`config.mk`:
```
export PLATFORM = sky130hd
export DESIGN_NAME = nn_inference_sequencer
export DESIGN_NICKNAME = d
export VERILOG_FILES = /design/src/rtl/nn_inference_sequencer_pkg.sv /design/src/rtl/nn_inference_sequencer_class_filter.sv /design/src/rtl/nn_inference_sequencer.sv
export SDC_FILE = /design/constraint.sdc
export NUM_CORES = 1
export LEC_CHECK = 0
export ABC_CLOCK_PERIOD_IN_PS = 2000
export BUFFER_PORTS_ARGS = -buffer_cell sky130_fd_sc_hd__clkbuf_2
export CAP_MARGIN = 0
export CELL_PAD_IN_SITES_DETAIL_PLACEMENT = 0
export CELL_PAD_IN_SITES_GLOBAL_PLACEMENT = 1
export CORE_MARGIN = 2
export CORE_UTILIZATION = 23
export CTS_CLUSTER_DIAMETER = 80
export DETAILED_ROUTE_END_ITERATION = 16
export GPL_TIMING_DRIVEN = 0
export PLACE_DENSITY_LB_ADDON = 0.1
export SLEW_MARGIN = 20
export SYNTH_ARGS = -nofsm -noshare
export SYNTH_HDL_FRONTEND = slang
export SYNTH_SLANG_ARGS = --single-unit
```
`constraint.sdc`:
```
create_clock -name clk -period 2 [get_ports clk]
set_input_delay 0.3 -clock clk [delete_from_list [all_inputs] [get_ports clk]]
set_output_delay 0.3 -clock clk [all_outputs]
set_load 0.005 [all_outputs]
```
`src/rtl/nn_inference_sequencer_pkg.sv`:
```
// -----------------------------------------------------------------------------
// nn_parameters
//   Shared types and defaults for the speech-recognition inference sequencer.
//   - DEFAULT_NUM_LAYERS : default number of sequenced network layers
//   - class_t            : 2-bit decision produced by final_layer
//   - CLASS_NONE         : silence / reject decision, never issued as a command
//   - seq_state_t        : frame sequencer states
// -----------------------------------------------------------------------------
package nn_parameters;

  localparam int DEFAULT_NUM_LAYERS = 4;

  typedef logic [1:0] class_t;

  localparam class_t CLASS_NONE = 2'b00;

  typedef enum logic [2:0] {
    ST_IDLE   = 3'd0,
    ST_START  = 3'd1,
    ST_WAIT   = 3'd2,
    ST_SETTLE = 3'd3,
    ST_DECIDE = 3'd4,
    ST_ABORT  = 3'd5
  } seq_state_t;

endpackage

```
`src/rtl/nn_inference_sequencer_class_filter.sv`:
```
// -----------------------------------------------------------------------------
// nn_class_filter
//   Debounces per-frame decisions: a command is issued only once the same
//   non-silence class has been seen CONFIRM frames in a row, and only once
//   per run of identical decisions.
//   Ports:
//     clk, rst    : clock, asynchronous active-low reset
//     en          : take class_in as this frame's decision
//     clear       : forget the running streak (aborted frame)
//     class_in    : decision from final_layer
//     cmd_valid   : registered one-cycle command pulse
//     cmd_class   : last confirmed class, held between pulses
// -----------------------------------------------------------------------------
module nn_class_filter
  import nn_parameters::*;
#(
  parameter int CONFIRM = 2
) (
  input  logic   clk,
  input  logic   rst,
  input  logic   en,
  input  logic   clear,
  input  class_t class_in,
  output logic   cmd_valid,
  output class_t cmd_class
);

  localparam int SW = $clog2(CONFIRM + 1);
  localparam logic [SW-1:0] STREAK_MAX = SW'(CONFIRM);
  localparam logic [SW-1:0] STREAK_ONE = SW'(1);

  logic [SW-1:0] streak_r;
  logic [SW-1:0] streak_s;
  class_t        last_class_r;
  logic          same_s;
  logic          issue_s;
  logic          cmd_valid_r;
  class_t        cmd_class_r;

  // Next streak value and command decision for the current decision.
  always_comb begin
    same_s   = (class_in == last_class_r);
    streak_s = STREAK_ONE;
    if (same_s) begin
      if (streak_r == STREAK_MAX) begin
        streak_s = streak_r;
      end else begin
        streak_s = streak_r + STREAK_ONE;
      end
    end else begin
      streak_s = STREAK_ONE;
    end
    // A class change starts a fresh run, so it counts as "not yet issued"
    // even when the saturated old streak equals CONFIRM (matters for CONFIRM=1).
    issue_s = (class_in != CLASS_NONE) && (streak_s == STREAK_MAX) &&
              (!same_s || (streak_r < STREAK_MAX));
  end

  // Streak / last-class / command registers.
  always_ff @(posedge clk or negedge rst) begin
    if (!rst) begin
      streak_r     <= '0;
      last_class_r <= CLASS_NONE;
      cmd_valid_r  <= 1'b0;
      cmd_class_r  <= CLASS_NONE;
    end else if (clear) begin
      streak_r     <= '0;
      last_class_r <= CLASS_NONE;
      cmd_valid_r  <= 1'b0;
    end else if (en) begin
      streak_r     <= streak_s;
      last_class_r <= class_in;
      cmd_valid_r  <= issue_s;
      if (issue_s) begin
        cmd_class_r <= class_in;
      end
    end else begin
      cmd_valid_r <= 1'b0;
    end
  end

  assign cmd_valid = cmd_valid_r;
  assign cmd_class = cmd_class_r;

endmodule

```
`src/rtl/nn_inference_sequencer.sv`:
```
// -----------------------------------------------------------------------------
// nn_inference_sequencer
//   Frame-level controller: accepts a feature frame, pulses each layer's
//   start in turn, waits for its done (with a per-layer watchdog), then hands
//   the final decision to nn_class_filter.
//   Ports:
//     clk, rst     : clock, asynchronous active-low reset
//     frame_valid  : feature frame available
//     frame_ready  : frame accepted this cycle if frame_valid (IDLE only)
//     layer_start  : one-hot, single-cycle start pulse per layer
//     layer_done   : per-layer completion (pulse or level)
//     class_in     : registered decision from final_layer
//     busy         : frame in progress
//     cmd_valid    : confirmed command pulse
//     cmd_class    : last confirmed class
//     timeout_err  : one-cycle pulse when a frame is aborted
// -----------------------------------------------------------------------------
module nn_inference_sequencer
  import nn_parameters::*;
#(
  parameter int NUM_LAYERS     = DEFAULT_NUM_LAYERS,
  parameter int TIMEOUT_CYCLES = 4096,
  parameter int CONFIRM        = 2
) (
  input  logic                  clk,
  input  logic                  rst,
  input  logic                  frame_valid,
  output logic                  frame_ready,
  output logic [NUM_LAYERS-1:0] layer_start,
  input  logic [NUM_LAYERS-1:0] layer_done,
  input  class_t                class_in,
  output logic                  busy,
  output logic                  cmd_valid,
  output class_t                cmd_class,
  output logic                  timeout_err
);

  localparam int IW = (NUM_LAYERS > 1) ? $clog2(NUM_LAYERS) : 1;
  localparam int WW = (TIMEOUT_CYCLES > 2) ? $clog2(TIMEOUT_CYCLES) : 1;
  localparam logic [IW-1:0] LAST_IDX = IW'(NUM_LAYERS - 1);
  localparam logic [IW-1:0] IDX_ONE  = IW'(1);
  localparam logic [WW-1:0] WD_ONE   = WW'(1);
  // The first WAIT cycle sees watchdog 0, so the last allowed WAIT cycle is
  // at TIMEOUT_CYCLES-2; ABORT then lands TIMEOUT_CYCLES after START.
  localparam logic [WW-1:0] WD_LAST  = WW'(TIMEOUT_CYCLES - 2);

  seq_state_t    state_r;
  seq_state_t    state_s;
  logic [IW-1:0] layer_idx_r;
  logic [WW-1:0] watchdog_r;
  logic          done_s;
  logic          last_layer_s;

  assign done_s       = layer_done[layer_idx_r];
  assign last_layer_s = (layer_idx_r == LAST_IDX);

  // Next-state logic.
  always_comb begin
    state_s = state_r;
    case (state_r)
      ST_IDLE: begin
        if (frame_valid) begin
          state_s = ST_START;
        end else begin
          state_s = ST_IDLE;
        end
      end
      ST_START: state_s = ST_WAIT;
      ST_WAIT: begin
        // done takes priority over an expiring watchdog
        if (done_s) begin
          if (last_layer_s) begin
            state_s = ST_SETTLE;
          end else begin
            state_s = ST_START;
          end
        end else if (watchdog_r == WD_LAST) begin
          state_s = ST_ABORT;
        end else begin
          state_s = ST_WAIT;
        end
      end
      ST_SETTLE: state_s = ST_DECIDE;
      ST_DECIDE: state_s = ST_IDLE;
      ST_ABORT:  state_s = ST_IDLE;
      default:   state_s = ST_IDLE;
    endcase
  end

  // State register.
  always_ff @(posedge clk or negedge rst) begin
    if (!rst) begin
      state_r <= ST_IDLE;
    end else begin
      state_r <= state_s;
    end
  end

  // Layer index and per-layer watchdog.
  always_ff @(posedge clk or negedge rst) begin
    if (!rst) begin
      layer_idx_r <= '0;
      watchdog_r  <= '0;
    end else begin
      case (state_r)
        ST_IDLE: begin
          if (frame_valid) begin
            layer_idx_r <= '0;
          end
        end
        ST_START: watchdog_r <= '0;
        ST_WAIT: begin
          if (done_s) begin
            if (!last_layer_s) begin
              layer_idx_r <= layer_idx_r + IDX_ONE;
            end
          end else begin
            watchdog_r <= watchdog_r + WD_ONE;
          end
        end
        default: begin
          layer_idx_r <= layer_idx_r;
          watchdog_r  <= watchdog_r;
        end
      endcase
    end
  end

  // Start pulse decoded from registered state and index only.
  always_comb begin
    if (state_r == ST_START) begin
      layer_start = NUM_LAYERS'(1) << layer_idx_r;
    end else begin
      layer_start = '0;
    end
  end

  assign frame_ready = (state_r == ST_IDLE);
  assign busy        = (state_r != ST_IDLE);
  assign timeout_err = (state_r == ST_ABORT);

  // class_in is sampled on the edge that enters DECIDE: SETTLE is the cycle in
  // which the final_layer output register is guaranteed valid, and loading the
  // filter then makes cmd_valid a registered pulse coinciding with DECIDE.
  nn_class_filter #(
    .CONFIRM (CONFIRM)
  ) u_class_filter (
    .clk       (clk),
    .rst       (rst),
    .en        (state_r == ST_SETTLE),
    .clear     (state_r == ST_ABORT),
    .class_in  (class_in),
    .cmd_valid (cmd_valid),
    .cmd_class (cmd_class)
  );

endmodule

```
Yosys cells after proc, flatten, opt, wreduce, memory -nomap -nowiden
Cells that the tools add are included.
{"block": "word_totals", "reg_bits": 24, "latch_bits": 0, "ram_bits": 0, "romBits": 0, "input_bits": 9, "output_inout_bits": 10, "memories": 0}
{"block": "op_classes", "add_sub_neg": 3, "mul": 0, "div_mod_pow": 0, "n_lt_le_gt_ge": 2, "n_eq_ne": 13, "n_shift": 1, "muxes": 22, "n_bitwise": 1, "n_reduce_logical": 13}
{"op": "case mux 12 bit (2 select lines)", "n": 1}
{"op": "2-to-1 mux 2 bit", "n": 10}
{"op": "adder 12 x 1 -> 12 bit, second input constant", "n": 1}
{"op": "equality test 12 bit, second input constant", "n": 1}
{"op": "2-to-1 mux 12 bit", "n": 1}
{"op": "case mux 3 bit (4 select lines)", "n": 1}
{"op": "inequality test 2 bit, second input constant", "n": 4}
{"op": "nonzero test 2 bit", "n": 4}
{"op": "equality test 2 bit, second input constant", "n": 3}
{"op": "equality test 3 x 2 -> 1 bit, second input constant", "n": 2}
{"op": "2-to-1 mux 3 bit", "n": 2}
{"op": "adder 2 x 1 -> 2 bit, second input constant", "n": 2}
{"op": "2-to-1 mux 1 bit", "n": 4}
{"op": "2-to-1 mux 4 bit", "n": 1}
{"op": "case mux 2 bit (2 select lines)", "n": 1}
{"op": "AND reduction 4 bit", "n": 1}
{"op": "left shift 1 x 2 -> 4 bit, first input constant", "n": 1}
{"op": "equality test 3 x 1 -> 1 bit, second input constant", "n": 1}
{"op": "equality test 3 bit, second input constant", "n": 1}
{"op": "logical NOT 3 bit", "n": 1}
{"op": "less-than comparator 2 x 3 -> 1 bit, second input constant", "n": 1}
{"op": "AND reduction 3 bit", "n": 1}
{"op": "nonzero test 3 bit", "n": 1}
{"op": "binary-select mux 1 bit (select 2 bit)", "n": 1}
{"op": "7 further kinds", "n": 8}

Logic depth before layout (Yosys ltp)
{"block": "logic_depth", "depth_word": 8, "ltp_mapped": 6}

Hierarchy
From an unflattened synthesis, not the netlist that was laid out.
{"block": "hier_totals", "cells_unflattened": 142, "hier_area_um2": 1408.9}
{"mod": "nn_inference_sequencer", "n_inst": 1, "cells_each": 112, "area_each_um2": 1058.5}
{"mod": "nn_class_filter", "n_inst": 1, "cells_each": 30, "area_each_um2": 350.3}

Worst setup path after synthesis
Ideal clock, no wire load.
{"block": "synth_timing", "path_kind": "register -> register", "startpoint": "register layer_idx_r[0]", "endpoint": "register watchdog_r[11]", "t_arrival_ns": 2.035, "t_required_ns": 1.922, "slack_ns": -0.112, "path_stages_with_launch": 6, "n_path_buf": 1, "synth_period_minus_slack_ns": 2.112, "cell_sequence": "dfrtp_1 mux4_2 or3_1 clkbuf_2 or4_1 a21oi_1"}
{"block": "synth_via", "elab_chain_len": 4}
{"element": "from (decl)", "line_no": "nn_inference_sequencer.sv:49", "rtl": "logic [IW-1:0] layer_idx_r;"}
{"element": "from (signal assigned)", "line_no": "nn_inference_sequencer.sv:115", "rtl": "layer_idx_r <= layer_idx_r + IDX_ONE;"}
{"element": "from (signal assigned)", "line_no": "nn_inference_sequencer.sv:122", "rtl": "layer_idx_r <= layer_idx_r;"}
{"element": "binary-select mux 1 bit (select 2 bit)", "line_no": "nn_inference_sequencer.sv:54", "rtl": "assign done_s = layer_done[layer_idx_r];"}
{"element": "2-to-1 mux 1 bit (not written as such)", "line_no": "nn_inference_sequencer.sv:54"}
{"element": "inequality test 2 bit (no source line)"}
{"element": "AND reduction 2 bit (no source line)"}
{"element": "to (signal assigned)", "line_no": "nn_inference_sequencer.sv:118", "rtl": "watchdog_r <= watchdog_r + WD_ONE;"}
{"element": "to (signal assigned)", "line_no": "nn_inference_sequencer.sv:123", "rtl": "watchdog_r <= watchdog_r;"}
{"element": "to (decl)", "line_no": "nn_inference_sequencer.sv:50", "rtl": "logic [WW-1:0] watchdog_r;"}
Every way passes these cells. The select of a mux whose other input is x is not followed.
A chain may end at the register's enable or synchronous reset.

Final worst setup path
{"block": "layout_timing", "startpoint": "register layer_idx_r[0]", "endpoint": "register watchdog_r[9]"}
Same word-level chain as after synthesis.

==> results.md <==
- Post-synth top area share: 0.448
- RR Startpoint: layer_idx_r[0]
- # setup viols final: 0
- Clock transition at path regs: 0.09 ns
- NumNets Final: 187
- Most frequent cells in the layout: dfrtp_1 (22), clkbuf_2 (19), nand2_1 (14)
- Residual DRC: 0
- Area leader, netlist: dfrtp_1
- Largest net degree at the start of global routing: 25
- CTS Sinks: 24
- Antenna Nets Post-Route: 0
- Sequential-to-total area share from yosys stat: 0.448
- Dpl ws: -0.188 ns
- CP cell instances: mux4_2, or3_4, or4_4, a21oi_2
- Routed len/inst: 12.9 µm
- Initial core utilization: 0.240
- Number of global-route vias before repair: 1089
- CTS Buf Count: 3
- Number of port buffers: 18
- Pre-antenna DRT Iters: 4
- CP required: 2.21 ns
- Post-synthesis simple-gate area fraction: 0.227
- Final RePlAce weighted congestion: 0.680
- Power per cell area: 1030 nW/µm²
- Clk_lat worst skew: 0.27 ns
- WP data arrival: 2.18 ns
- Grt ovf: 0
- CP Capture Type: flop
- Reg-to-reg endpoint: watchdog_r[9]
- Distinct cells, synth: 35
- Outcome: finished clean
- Static leakage: 0.763 nW
- Startpoint types: flop
- Fmax: 505 MHz
- Number of synthesized register bits: 24
- Cells after Synth: 140
- Number of fill cells: 588
- Slew margin rel.: 0.572
- Post-synthesis mux area share: 0.0411
- Post-CTS Hold Buffers: 0
- Synth warn: 0
- Die Area: 6450 µm²
- CP Class: reg -> reg
- Area of the multi-input gates: 721 µm²
- Main combinational cell family by area after synthesis: simple AND/OR/NAND/NOR gates
- Reg-to-reg slack, setup: 0.02 ns
- Global Route Usage Sum: 0.103
- First-pass GRT wire length: 5.22 mm
- Worst Path Max Fanout: 4
- H-tree depth: 1
- Clk buf depth: 2
- Register Area: 603 µm²
- Top area cells in the synthesized netlist: dfrtp_1 (45%), ha_1 (6.5%), nand2_1 (3.9%)
- Core area: 5570 µm²
- R2R depth: 4
- Vias: 1105
- RSZ-0062 raised after global routing: yes
- Iteration-0 DRC Markers: 41
- Hold WC Path Type: in -> async
- Minimum clock period: 1.98 ns
- Die Span X: 80.3 µm
- Root cell of the clock tree: clkbuf_8
- # diodes: 0
- # rows: 27
- CP peak stage delay: 0.55 ns
- Fin. max-slew vios: 0
- Skew final: 0.00263 ns
- Post-DR vias/cell: 4.57
- PnR worst setup slack: 0.0217 ns
- Compound-Gate Fraction of Synth Area: 0.141
- Die Y: 80.3 µm
- Share of post-route cells with drive strength above 1: 0.306
- CTS tree: done
- IO Pins: 19
- Post-synth design cell area: 1340 µm²
- Final Instance Area: 1710 µm²
- Syn nets: 156
- Post-Syn Area per Cell: 9.57 µm²
- Area after DPL: 1530 µm²
- Worst slew pin tran: 0.641 ns
- Post-Synth Adder-Cell Area: 0.0654
- Initial antenna violation count: 0
- Commonest non-fill, non-tap cell in the layout: dfrtp_1
- Crit path max-delay cell type: mux4_2
- Hold Violations, Final: 0
- Max-cap violations: 0
- Routed WL: 3.12 mm
- Area share of xor/xnor cells in the synthesized design: 0.0261
- Synth-to-Final Area Change: 27.7%
- Post-DP HPWL: 2.26 mm
- VDD IR-drop max: 0.404 mV
- Period utilization: 0.989
-- through the flow --
stage               utilization  power (mW)  std cells  hold slack, ns  TNS [ns]
floorplan                     -        1.04        140         0.00441    -0.103
global placement          0.274        1.22        230           0.360    -0.424
detailed placement        0.274        1.23        230           0.367    -0.500
CTS                       0.300        1.76        241          0.0652   -0.0321
global route              0.307        1.90        242          0.0772   -0.0454
finish                    0.307        1.77        242          0.0334         0
-- Yosys cell counts --
library cell and instances:
nor4_1 3, mux2_2 2, or2b_1 1, mux4_2 1, o31ai_1 6, o21ai_0 7, a31o_2 1, nand2_1 14
or3b_2 1, xnor2_1 2, nand4_1 1, nor2_1 3, a21oi_1 5, nand3b_1 2, dfrtp_1 24, buf_1 1
or4_1 3, xor2_1 2, or3_1 4, nor3b_1 1, a22o_1 5, o211ai_1 3, mux2i_1 1, nor3_1 2
or2_2 1, and2_1 4, nand3_1 9, clkbuf_1 3, inv_1 13, nand2b_1 4, nor2b_1 1, nand4bb_1 1
clkbuf_2 1, ha_1 7, o311ai_0 1
-- registers in the layout, indices dropped and copies added (netlist names) --
name                         cells
state_r                          3
u_class_filter.streak_r          2
u_class_filter.last_class_r      2
u_class_filter.cmd_class         2
layer_idx_r                      2
watchdog_r                      12
u_class_filter.cmd_valid         1
-- metal layers --
layer / share of wire / GRT usage / vias up
met5: 0 / 0 / -
met4: 0.0080 / 0.0305 / 0
met3: 0.028 / 0.0157 / 2
met2: 0.45 / 0.166 / 14
met1: 0.51 / 0.143 / 530
li1: - / - / 559
-- cells by family after synthesis --
family,Yosys count
AOI/OAI and AO/OA,28
xor gates and xnor gates,4
adders and majority gates,7
buffers and inverters,18
DFF,24
muxes,4
and+or+nand+nor,55
-- area by class of cell --
type | instances | share of cell area
well taps | 72 | 0.0526
clock buffers | 3 | 0.0241
flip-flops and latches | 24 | 0.352
repair buffers | 27 | 0.0921
clock inverters | 1 | 0.0175
multi-input cells | 98 | 0.421
plain buffers | 4 | 0.0117
inverters | 13 | 0.0285
-- worst max-delay path by stage --
| stage | start | endpoint | slack (ns) | depth (start not counted) |
|---|---|---|---|---|
| 2_1_floorplan | layer_idx_r[0] | watchdog_r[11] | -0.05 | 5 |
| 3_3_place_gp | layer_idx_r[0] | watchdog_r[11] | -0.17 | 5 |
| 3_5_place_dp | layer_idx_r[0] | watchdog_r[9] | -0.19 | 5 |
| 4_1_cts | layer_idx_r[0] | watchdog_r[11] | -0.02 | 5 |
| 5_1_grt | layer_idx_r[0] | watchdog_r[9] | -0.03 | 4 |
| 6_report | layer_idx_r[0] | watchdog_r[9] | 0.02 | 4 |
-- report_power, final --
| part | switching [mW] | internal [mW] |
|---|---|---|
| Sequential | 0.0752 | 0.577 |
| Combinational | 0.360 | 0.319 |
| Clock | 0.173 | 0.268 |
| Total | 0.607 | 1.16 |
-- critical path, delay by kind of cell, from the launching register on --
family	cells	cell delay, ns
simple gates	2	0.84
mux	1	0.55
compound gates	1	0.14
flops	1	0.38
-- what timing repair did --
item,in CTS,in global routing
resized for setup,6,13
buffers inserted,7,2
endpoints found under the hold margin,0,0
setup endpoints to repair,7,8
pin swaps,1,4
No activity file was read; power rests on OpenSTA's default activity.
